--- config.mk ---
export PLATFORM = sky130hd
export DESIGN_NAME = fwd_hazard_unit_flat
export DESIGN_NICKNAME = d
export VERILOG_FILES = /design/src/rtl/fwd_hazard_unit_pkg.sv /design/src/rtl/fwd_hazard_unit_if.sv /design/src/rtl/fwd_hazard_unit_fwd_sel_calc.sv /design/src/rtl/fwd_hazard_unit.sv /design/src/flat_wrapper.sv
export SDC_FILE = /design/constraint.sdc
export NUM_CORES = 1
export LEC_CHECK = 0
export CAP_MARGIN = 20
export CORE_UTILIZATION = 25
export CTS_BUF_LIST = sky130_fd_sc_hd__clkbuf_8
export CTS_CLUSTER_DIAMETER = 30
export DETAILED_ROUTE_END_ITERATION = 8
export HOLD_SLACK_MARGIN = 0.02
export SYNTH_ARGS = -nofsm -noshare
export SYNTH_HDL_FRONTEND = slang
export SYNTH_SLANG_ARGS = --single-unit
--- constraint.sdc ---
create_clock -name clk -period 5.7 [get_ports clk]
set_input_delay 1.14 -clock clk [delete_from_list [all_inputs] [get_ports clk]]
set_output_delay 1.14 -clock clk [all_outputs]
set_load 0.03 [all_outputs]
--- src/rtl/fwd_hazard_unit_pkg.sv ---
// ----------------------------------------------------------------------------
// otter_hazard_pkg
// Shared types for the OTTER forwarding / load-use hazard unit.
//   fwd_sel_t : encoding of the EX-stage operand mux selects
//   shadow_t  : per-stage destination-register shadow {valid, rd, regwrite, is_load}
//   BUBBLE    : the shadow value of an empty pipeline slot
//   is_fwd()  : true for the selects that bypass the register file (1..4)
// ----------------------------------------------------------------------------
package otter_hazard_pkg;

  // Register-address width used by the shadow records.
  localparam int REG_AW = 5;

  typedef enum logic [2:0] {
    FWD_RF        = 3'd0,
    FWD_EXMEM_ALU = 3'd1,
    FWD_MEMWB_ALU = 3'd2,
    FWD_MEMWB_LD  = 3'd3,
    FWD_WB_HOLD   = 3'd4,
    FWD_ZERO      = 3'd5
  } fwd_sel_t;

  typedef struct packed {
    logic              valid;
    logic [REG_AW-1:0] rd;
    logic              regwrite;
    logic              is_load;
  } shadow_t;

  localparam shadow_t BUBBLE = '{valid: 1'b0, rd: '0, regwrite: 1'b0, is_load: 1'b0};

  function automatic logic is_fwd(input fwd_sel_t sel);
    return (sel == FWD_EXMEM_ALU) || (sel == FWD_MEMWB_ALU) ||
           (sel == FWD_MEMWB_LD)  || (sel == FWD_WB_HOLD);
  endfunction

endpackage

--- src/rtl/fwd_hazard_unit_if.sv ---
// ----------------------------------------------------------------------------
// fwd_hazard_unit_if
// Decode-side bundle between the OTTER pipeline and the hazard unit.
//   master : pipeline side, drives id_* and flush, receives stall / selects
//   slave  : hazard unit side
// Optional HAZ_STATS_EN adds the stat_stalls / stat_fwds counters.
// ----------------------------------------------------------------------------
interface fwd_hazard_unit_if #(
  parameter int NREG_BITS = 5,
  parameter int SEL_W     = 3
) ();

  logic                 id_valid;
  logic [NREG_BITS-1:0] id_rs1;
  logic [NREG_BITS-1:0] id_rs2;
  logic                 id_rs1_used;
  logic                 id_rs2_used;
  logic [NREG_BITS-1:0] id_rd;
  logic                 id_regwrite;
  logic                 id_is_load;
  logic                 flush;
  logic                 stall;
  logic [SEL_W-1:0]     fwd_sel_a;
  logic [SEL_W-1:0]     fwd_sel_b;
`ifdef HAZ_STATS_EN
  logic [31:0]          stat_stalls;
  logic [31:0]          stat_fwds;

  modport master (
    output id_valid, id_rs1, id_rs2, id_rs1_used, id_rs2_used,
           id_rd, id_regwrite, id_is_load, flush,
    input  stall, fwd_sel_a, fwd_sel_b, stat_stalls, stat_fwds
  );

  modport slave (
    input  id_valid, id_rs1, id_rs2, id_rs1_used, id_rs2_used,
           id_rd, id_regwrite, id_is_load, flush,
    output stall, fwd_sel_a, fwd_sel_b, stat_stalls, stat_fwds
  );
`else
  modport master (
    output id_valid, id_rs1, id_rs2, id_rs1_used, id_rs2_used,
           id_rd, id_regwrite, id_is_load, flush,
    input  stall, fwd_sel_a, fwd_sel_b
  );

  modport slave (
    input  id_valid, id_rs1, id_rs2, id_rs1_used, id_rs2_used,
           id_rd, id_regwrite, id_is_load, flush,
    output stall, fwd_sel_a, fwd_sel_b
  );
`endif

endinterface

--- src/rtl/fwd_hazard_unit_fwd_sel_calc.sv ---
// ----------------------------------------------------------------------------
// fwd_sel_calc
// Combinational operand-select for one decode source register.
//   s, used      : source address and whether the instruction reads it
//   ex, mem, wb  : destination shadows of the younger-to-older stages
//   sel          : operand mux select; the youngest qualifying producer wins
// ----------------------------------------------------------------------------
module fwd_sel_calc
  import otter_hazard_pkg::*;
#(
  parameter int NREG_BITS = REG_AW
) (
  input  logic [NREG_BITS-1:0] s,
  input  logic                 used,
  input  shadow_t              ex,
  input  shadow_t              mem,
  input  shadow_t              wb,
  output fwd_sel_t             sel
);

  function automatic logic produces(input shadow_t st, input logic [NREG_BITS-1:0] src);
    return st.valid && st.regwrite && (st.rd != '0) && (st.rd == src);
  endfunction

  always_comb begin
    // NOTE: default assignment first so every path drives sel and no latch is inferred.
    sel = FWD_RF;
    if (s == '0) begin
      sel = FWD_ZERO;               // x0 always reads as zero, never forwarded
    end else if (!used) begin
      sel = FWD_RF;
    end else if (produces(ex, s)) begin
      sel = FWD_EXMEM_ALU;
    end else if (produces(mem, s)) begin
      sel = mem.is_load ? FWD_MEMWB_LD : FWD_MEMWB_ALU;
    end else if (produces(wb, s)) begin
      sel = FWD_WB_HOLD;
    end
  end

endmodule

--- src/rtl/fwd_hazard_unit.sv ---
// ----------------------------------------------------------------------------
// fwd_hazard_unit
// Forwarding and load-use hazard control for the 5-stage OTTER pipeline.
//   clk, rst : clock, asynchronous active-high reset
//   bus      : fwd_hazard_unit_if.slave
//     id_*          decode-stage instruction fields
//     flush         taken branch/jump in EX; kills ID/IF
//     stall         combinational load-use stall (hold PC and IF/ID)
//     fwd_sel_a/b   registered operand selects for the instruction in EX
// Optional macro HAZ_STATS_EN adds saturating stat_stalls / stat_fwds counters.
// ----------------------------------------------------------------------------
module fwd_hazard_unit
  import otter_hazard_pkg::*;
#(
  parameter int NREG_BITS = REG_AW,
  parameter int SEL_W     = 3
) (
  input  logic              clk,
  input  logic              rst,
  fwd_hazard_unit_if.slave  bus
);

  shadow_t  ex_q, mem_q, wb_q;
  fwd_sel_t sel_a_c, sel_b_c;
  fwd_sel_t sel_a_q, sel_b_q;
  logic     load_use;
  logic     stall;
  logic     kill;

  fwd_sel_calc #(.NREG_BITS(NREG_BITS)) u_calc_a (
    .s    (bus.id_rs1),
    .used (bus.id_rs1_used),
    .ex   (ex_q),
    .mem  (mem_q),
    .wb   (wb_q),
    .sel  (sel_a_c)
  );

  fwd_sel_calc #(.NREG_BITS(NREG_BITS)) u_calc_b (
    .s    (bus.id_rs2),
    .used (bus.id_rs2_used),
    .ex   (ex_q),
    .mem  (mem_q),
    .wb   (wb_q),
    .sel  (sel_b_c)
  );

  // A load in EX cannot forward its data until it reaches MEM/WB, so a
  // dependent decode instruction waits exactly one cycle.
  always_comb begin
    load_use = bus.id_valid && ex_q.valid && ex_q.is_load && ex_q.regwrite &&
               (ex_q.rd != '0) &&
               ((bus.id_rs1_used && (bus.id_rs1 == ex_q.rd)) ||
                (bus.id_rs2_used && (bus.id_rs2 == ex_q.rd)));
  end

  assign stall = load_use && !bus.flush;     // the flushed consumer is gone anyway
  assign kill  = stall || bus.flush;

  always_ff @(posedge clk or posedge rst) begin
    if (rst) begin
      ex_q    <= BUBBLE;
      mem_q   <= BUBBLE;
      wb_q    <= BUBBLE;
      sel_a_q <= FWD_RF;
      sel_b_q <= FWD_RF;
    end else begin
      // NOTE: non-blocking assignments make this a true shift: mem takes the
      // old ex and wb the old mem, independent of statement order.
      wb_q  <= mem_q;
      mem_q <= ex_q;
      if (kill || !bus.id_valid) begin
        ex_q <= BUBBLE;
      end else begin
        ex_q <= '{valid: 1'b1, rd: bus.id_rd, regwrite: bus.id_regwrite,
                  is_load: bus.id_is_load};
      end
      // Selects enter EX together with their instruction; a bubble reads RF.
      sel_a_q <= kill ? FWD_RF : sel_a_c;
      sel_b_q <= kill ? FWD_RF : sel_b_c;
    end
  end

  assign bus.stall     = stall;
  assign bus.fwd_sel_a = SEL_W'(sel_a_q);
  assign bus.fwd_sel_b = SEL_W'(sel_b_q);

`ifdef HAZ_STATS_EN
  logic [31:0] stat_stalls_q, stat_fwds_q;
  logic        fwd_seen;

  assign fwd_seen = is_fwd(sel_a_c) || is_fwd(sel_b_c);

  always_ff @(posedge clk or posedge rst) begin
    if (rst) begin
      stat_stalls_q <= '0;
      stat_fwds_q   <= '0;
    end else begin
      if (stall && (stat_stalls_q != '1)) begin
        stat_stalls_q <= stat_stalls_q + 32'd1;
      end
      if (!kill && fwd_seen && (stat_fwds_q != '1)) begin
        stat_fwds_q <= stat_fwds_q + 32'd1;
      end
    end
  end

  assign bus.stat_stalls = stat_stalls_q;
  assign bus.stat_fwds   = stat_fwds_q;
`endif

endmodule

--- src/flat_wrapper.sv ---
// flat-port wrapper written by rule: the top's interface ports become plain ports
module fwd_hazard_unit_flat import otter_hazard_pkg::*;
#(
  parameter int NREG_BITS = REG_AW,
  parameter int SEL_W     = 3
)
  (clk, rst, bus_id_valid, bus_id_rs1, bus_id_rs2, bus_id_rs1_used, bus_id_rs2_used, bus_id_rd, bus_id_regwrite, bus_id_is_load, bus_flush, bus_stall, bus_fwd_sel_a, bus_fwd_sel_b);
  fwd_hazard_unit_if #(.NREG_BITS(NREG_BITS), .SEL_W(SEL_W)) bus_i ();
  input  logic clk;
  input  logic rst;
  input wire logic [$bits(bus_i.id_valid)-1:0] bus_id_valid;
  input wire logic [$bits(bus_i.id_rs1)-1:0] bus_id_rs1;
  input wire logic [$bits(bus_i.id_rs2)-1:0] bus_id_rs2;
  input wire logic [$bits(bus_i.id_rs1_used)-1:0] bus_id_rs1_used;
  input wire logic [$bits(bus_i.id_rs2_used)-1:0] bus_id_rs2_used;
  input wire logic [$bits(bus_i.id_rd)-1:0] bus_id_rd;
  input wire logic [$bits(bus_i.id_regwrite)-1:0] bus_id_regwrite;
  input wire logic [$bits(bus_i.id_is_load)-1:0] bus_id_is_load;
  input wire logic [$bits(bus_i.flush)-1:0] bus_flush;
  output wire logic [$bits(bus_i.stall)-1:0] bus_stall;
  output wire logic [$bits(bus_i.fwd_sel_a)-1:0] bus_fwd_sel_a;
  output wire logic [$bits(bus_i.fwd_sel_b)-1:0] bus_fwd_sel_b;
  assign bus_i.id_valid = bus_id_valid;
  assign bus_i.id_rs1 = bus_id_rs1;
  assign bus_i.id_rs2 = bus_id_rs2;
  assign bus_i.id_rs1_used = bus_id_rs1_used;
  assign bus_i.id_rs2_used = bus_id_rs2_used;
  assign bus_i.id_rd = bus_id_rd;
  assign bus_i.id_regwrite = bus_id_regwrite;
  assign bus_i.id_is_load = bus_id_is_load;
  assign bus_i.flush = bus_flush;
  assign bus_stall = bus_i.stall;
  assign bus_fwd_sel_a = bus_i.fwd_sel_a;
  assign bus_fwd_sel_b = bus_i.fwd_sel_b;
  fwd_hazard_unit #(.NREG_BITS(NREG_BITS), .SEL_W(SEL_W)) u_core (.clk(clk), .rst(rst), .bus(bus_i));
endmodule
# [Word-level counts from Yosys, hierarchy flattened]
# Index checks and enable logic that the tools add are counted.
[classes] eq_ne=8 n_mux=14 reduce_logical=30
[ops] operator="5-bit equality test" count=8
[ops] operator="3-bit 2-to-1 mux" count=12
[ops] operator="1-bit logical AND" count=20
[ops] operator="5-bit nonzero test" count=3
[ops] operator="5-bit zero test" count=2
[ops] operator="8-bit 2-to-1 mux" count=1
[ops] operator="1-bit logical OR" count=3
[ops] operator="1-bit zero test" count=2
[ops] operator="1-bit 2-to-1 mux" count=1
[word_totals] regBits=29 out_inout_bits=7 word_cells=65

# [Depth between registers and ports, before layout]
[depth] depth_word=9 mapped_depth=6 mapped_depth_nobuf=5

# [Cells and area by module]
# A second synthesis with hierarchy kept.
[hier_totals] cells_unflattened=162 hier_area_um2=1665.3
[modules_own_cells] mod="fwd_hazard_unit" n_inst=1 cells_each=82 area_per_inst_um2=1067.3 seq_area_each_um2=750.7
[modules_own_cells] mod="fwd_sel_calc" n_inst=2 cells_each=40 area_per_inst_um2=299.0 seq_area_each_um2=0.0

# [Least setup slack after synthesis]
# No wires, ideal clock.
[synth_path] kind="in2out" from="in bus_id_rs2[0]" to="out bus_stall" t_arrival_ns=2.592 required_time_ns=4.560 path_slack_ns=1.968 cell_stages=5 cell_sequence="nor2b_1 > a2111o_1 > nor3_2 > o2111a_2 > nor2b_1"
[synth_via] elab_chain_cells=5
[synth_rtl] item="from (decl)" line_no="flat_wrapper.sv:13" source="input wire logic [$bits(bus_i.id_rs2)-1:0] bus_id_rs2;"
[synth_rtl] item="5-bit equality test" line_no="fwd_hazard_unit.sv:54" source="(bus.id_rs2_used && (bus.id_rs2 == ex_q.rd)));"
[synth_rtl] item="1-bit logical AND" line_no="fwd_hazard_unit.sv:54"
[synth_rtl] item="1-bit logical OR" line_no="fwd_hazard_unit.sv:53" source="((bus.id_rs1_used && (bus.id_rs1 == ex_q.rd)) ||"
[synth_rtl] item="1-bit logical AND" line_no="fwd_hazard_unit.sv:52" source="(ex_q.rd != '0) &&"
[synth_rtl] item="1-bit logical AND" line_no="fwd_hazard_unit.sv:57" source="assign stall = load_use && !bus.flush;"
[synth_rtl] item="to (decl)" line_no="flat_wrapper.sv:20" source="output wire logic [$bits(bus_i.stall)-1:0] bus_stall;"
# No other way between the ends.

# [Worst setup path after layout]
# Same ends and word-level chain as after synthesis.

==> results_dict.tcl <==
set metrics [dict create \
    crit_buf_inv 2 \
    path_max_fanout 5 \
    cts.repair.resized 0 \
    final_layout_size_suffix_gt1_frac 0.158 \
    drtPass1Iterations 4 \
    wire_per_inst_um 13.6 \
    grt_max_degree 30 \
    layout.nets 187 \
    crit_family "buffers and inverters" \
    required_ns 4.56 \
    endpoint_kind "output pin" \
    vias 1085 \
    htree_levels 2 \
    dp_hpwl_mm 2.48 \
    clk_pin_slew_worst_paths_ns 0.07 \
    synth_top_area_share 0.497 \
    min_path_type "flop to flop" \
    worst_pin_slew_ns 0.742 \
    cts_tree "yes" \
    grt_pass1_vias 1131 \
    die_h_um 78.4 \
    track_usage 0.124 \
    viasPerCell 4.58 \
    synth_top_area_cell "dfrtp_1" \
    synth_seq_cells 29 \
    gp_congestion 0.845 \
    rows 27 \
    max-vdd-ir-drop_uv 90.9 \
    root_buffer "clkbuf_8" \
    p_int_mw 0.386 \
    hold_buffers 0 \
    synth_edf_count 0 \
    p_leak_nw 0.807 \
    final_cell_mix "29 x clkdlybuf4s50_1, 29 x dfrtp_1, 18 x xnor2_1" \
    timing.final.setup_violations 0 \
    grt_antenna_before_repair 0 \
    comb_power_share 0.116 \
    switching_power_mw 0.116 \
    clock-sinks 29 \
    cts_setup_buffers 0 \
    io_pins 30 \
    skew_ns 0.00728 \
    coreArea_sq_mm 0.00557 \
    cts_buffer_depth 2 \
    syn_to_final_growth_pct 34.8 \
    syn_area_per_cell_sq_um 11.3 \
    slew_viol_final 0 \
    clock_latency_ns 0.29 \
    drc 0 \
    initial_utilization 0.262 \
    postLayoutCoreUtil 0.353 \
    numPortBuffers 29 \
    start_kind "input pin" \
    ant_nets 0 \
    grt-ovfl-total 0 \
    min_period_over_period 0.812 \
    synth.distinct_cells 32 \
    wirelength_mm 3.22 \
    worstPathArrival_ns 3.49 \
    syn_area_sq_mm 0.00146 \
    cts_buffers 5 \
    die_w_um 78.4 \
    grt_pass1_wl_mm 5.60 \
    synth_top_cells_by_area "dfrtp_1 50%, xnor2_1 11%, nor3_2 6.2%, xor2_1 4.8%, nand2_1 3.9%" \
    criticalPathCategory "input pin to output pin" \
    tns_ns 0 \
    syn_nets 152 \
    die_area_sq_mm 0.00614 \
    status "finished clean" \
    cellPowerDensity_mw_per_mm2 255 \
    switching_share 0.231 \
    crit_path_max_incr_delay_ns 0.69 \
    n_antenna_cell 0 \
    path_cells "clkdlybuf4s50_1 -> nor2b_1 -> a2111o_1 -> nor3_2 -> o2111a_2 -> nor2b_1 -> clkdlybuf4s50_1" \
    async_flop_share 1.00 \
    relSlewSlack 0.504 \
    finalHoldViolCount 0 \
    pwr-share-clk 0.445 \
    rsz0062_at_grt "false" \
    crit_slowest_cell "clkdlybuf4s50_1" \
    synthesis.yosys.warnings 0 \
    cap_viol_max_count 0 \
    max_freq_mhz 216 \
    drt_iter0_drc 69 \
    seq_area_frac_synth 0.497 \
    syn_inst 129 \
    finalCriticalPeriod_ns 4.63 \
    p_seq_frac 0.439 \
    synth_ff_type "dfrtp_1" \
]
[registers in the layout, indices dropped and copies added, names as in the netlist]
name                  cells
u_core.ex_q               8
u_core.wb_q               7
u_core.mem_q              8
u_core.bus.fwd_sel_b      3
u_core.bus.fwd_sel_a      3
[final cells by class]
type | count | area, sq um
Clock inverter | 2 | 37.5
Inverter | 4 | 15.0
Fill cell | 557 | 3610
Tap cell | 72 | 90.1
Multi-Input combinational cell | 93 | 691
Clock buffer | 6 | 82.6
Sequential cell | 29 | 726
Timing Repair Buffer | 31 | 325
[layer usage]
metal | GRT usage | vias to the layer above | wire length, um
li1 | - | 524 | -
met1 | 0.163 | 522 | 1570
met2 | 0.183 | 29 | 1400
met3 | 0.0337 | 10 | 152
met4 | 0.0685 | 0 | 103
met5 | 0 | - | 0
[worst register-to-register path, cell delays in order, from the launching register on]
cell and delay (ns):
dfrtp_1 0.45, or3_1 0.39, o311a_1 0.34, o2111a_2 0.18
buf_4 0.20, nor4_1 0.30
[power groups by stage]
stage | clock network, mW | logic, mW | registers [mW]
global route | 0.240 | 0.0654 | 0.221
detailed placement | 0 | 0.0564 | 0.224
finish | 0.224 | 0.0582 | 0.220
floorplan | 0 | 0.0299 | 0.222
global placement | 0 | 0.0563 | 0.224
CTS | 0.228 | 0.0567 | 0.220
[cells by family (layout without fill, tap and decap cells)]
logic type | Yosys count | after routing | synth area share
AND/OR/NAND/NOR | 57 | 57 | 0.244
AO/OA/AOI/OAI | 10 | 10 | 0.0738
flip-flops | 29 | 29 | 0.497
XOR/XNOR | 26 | 26 | 0.156
buffers and inverters | 7 | 43 | 0.0292
[through the flow]
| stage | total power [mW] | hold slack [ns] | area [sq um] | cells | setup WS [ns] |
|---|---|---|---|---|---|
| 2_1_floorplan | 0.252 | 0.354 | 1460 | 129 | 1.97 |
| 3_3_place_gp | 0.280 | 0.376 | 1820 | 228 | 1.09 |
| 3_5_place_dp | 0.280 | 0.377 | 1820 | 228 | 1.08 |
| 4_1_cts | 0.505 | 0.391 | 1940 | 236 | 1.07 |
| 5_1_grt | 0.526 | 0.400 | 1970 | 237 | 0.945 |
| 6_report | 0.502 | 0.390 | 1970 | 237 | 1.07 |
[cells in the mapped netlist, types with 2 or more instances]
cell type / n
or4_1: 3
nand3_1: 3
nand4_1: 4
inv_1: 3
nand2b_1: 3
nor2b_1: 4
nor3_2: 9
nor2_1: 3
nor3_1: 3
a211oi_2: 2
xor2_1: 8
xnor2_1: 18
dfrtp_1: 29
nor4_1: 4
nand2_1: 15
clkbuf_1: 2
[final timing paths]
check / depth (start not counted) / slack (ns) / end / startpoint
setup / recovery: 7 / 1.07 / bus_stall / bus_id_rs2[0]
hold / removal: 0 / 0.39 / u_core.wb_q[1]$_DFF_PP0_ / u_core.mem_q[1]$_DFF_PP0_
setup reg to reg: 5 / 3.72 / u_core.bus.fwd_sel_a[1]$_DFF_PP0_ / u_core.ex_q[4]$_DFF_PP0_
hold reg to reg: 0 / 0.39 / u_core.wb_q[1]$_DFF_PP0_ / u_core.mem_q[1]$_DFF_PP0_
max in group asynchronous: 3 / 4.18 / u_core.bus.fwd_sel_a[0]$_DFF_PP0_ / rst
min in group asynchronous: 2 / 1.11 / u_core.mem_q[7]$_DFF_PP0_ / rst
Note: power is estimated with default switching activity, not from simulation.
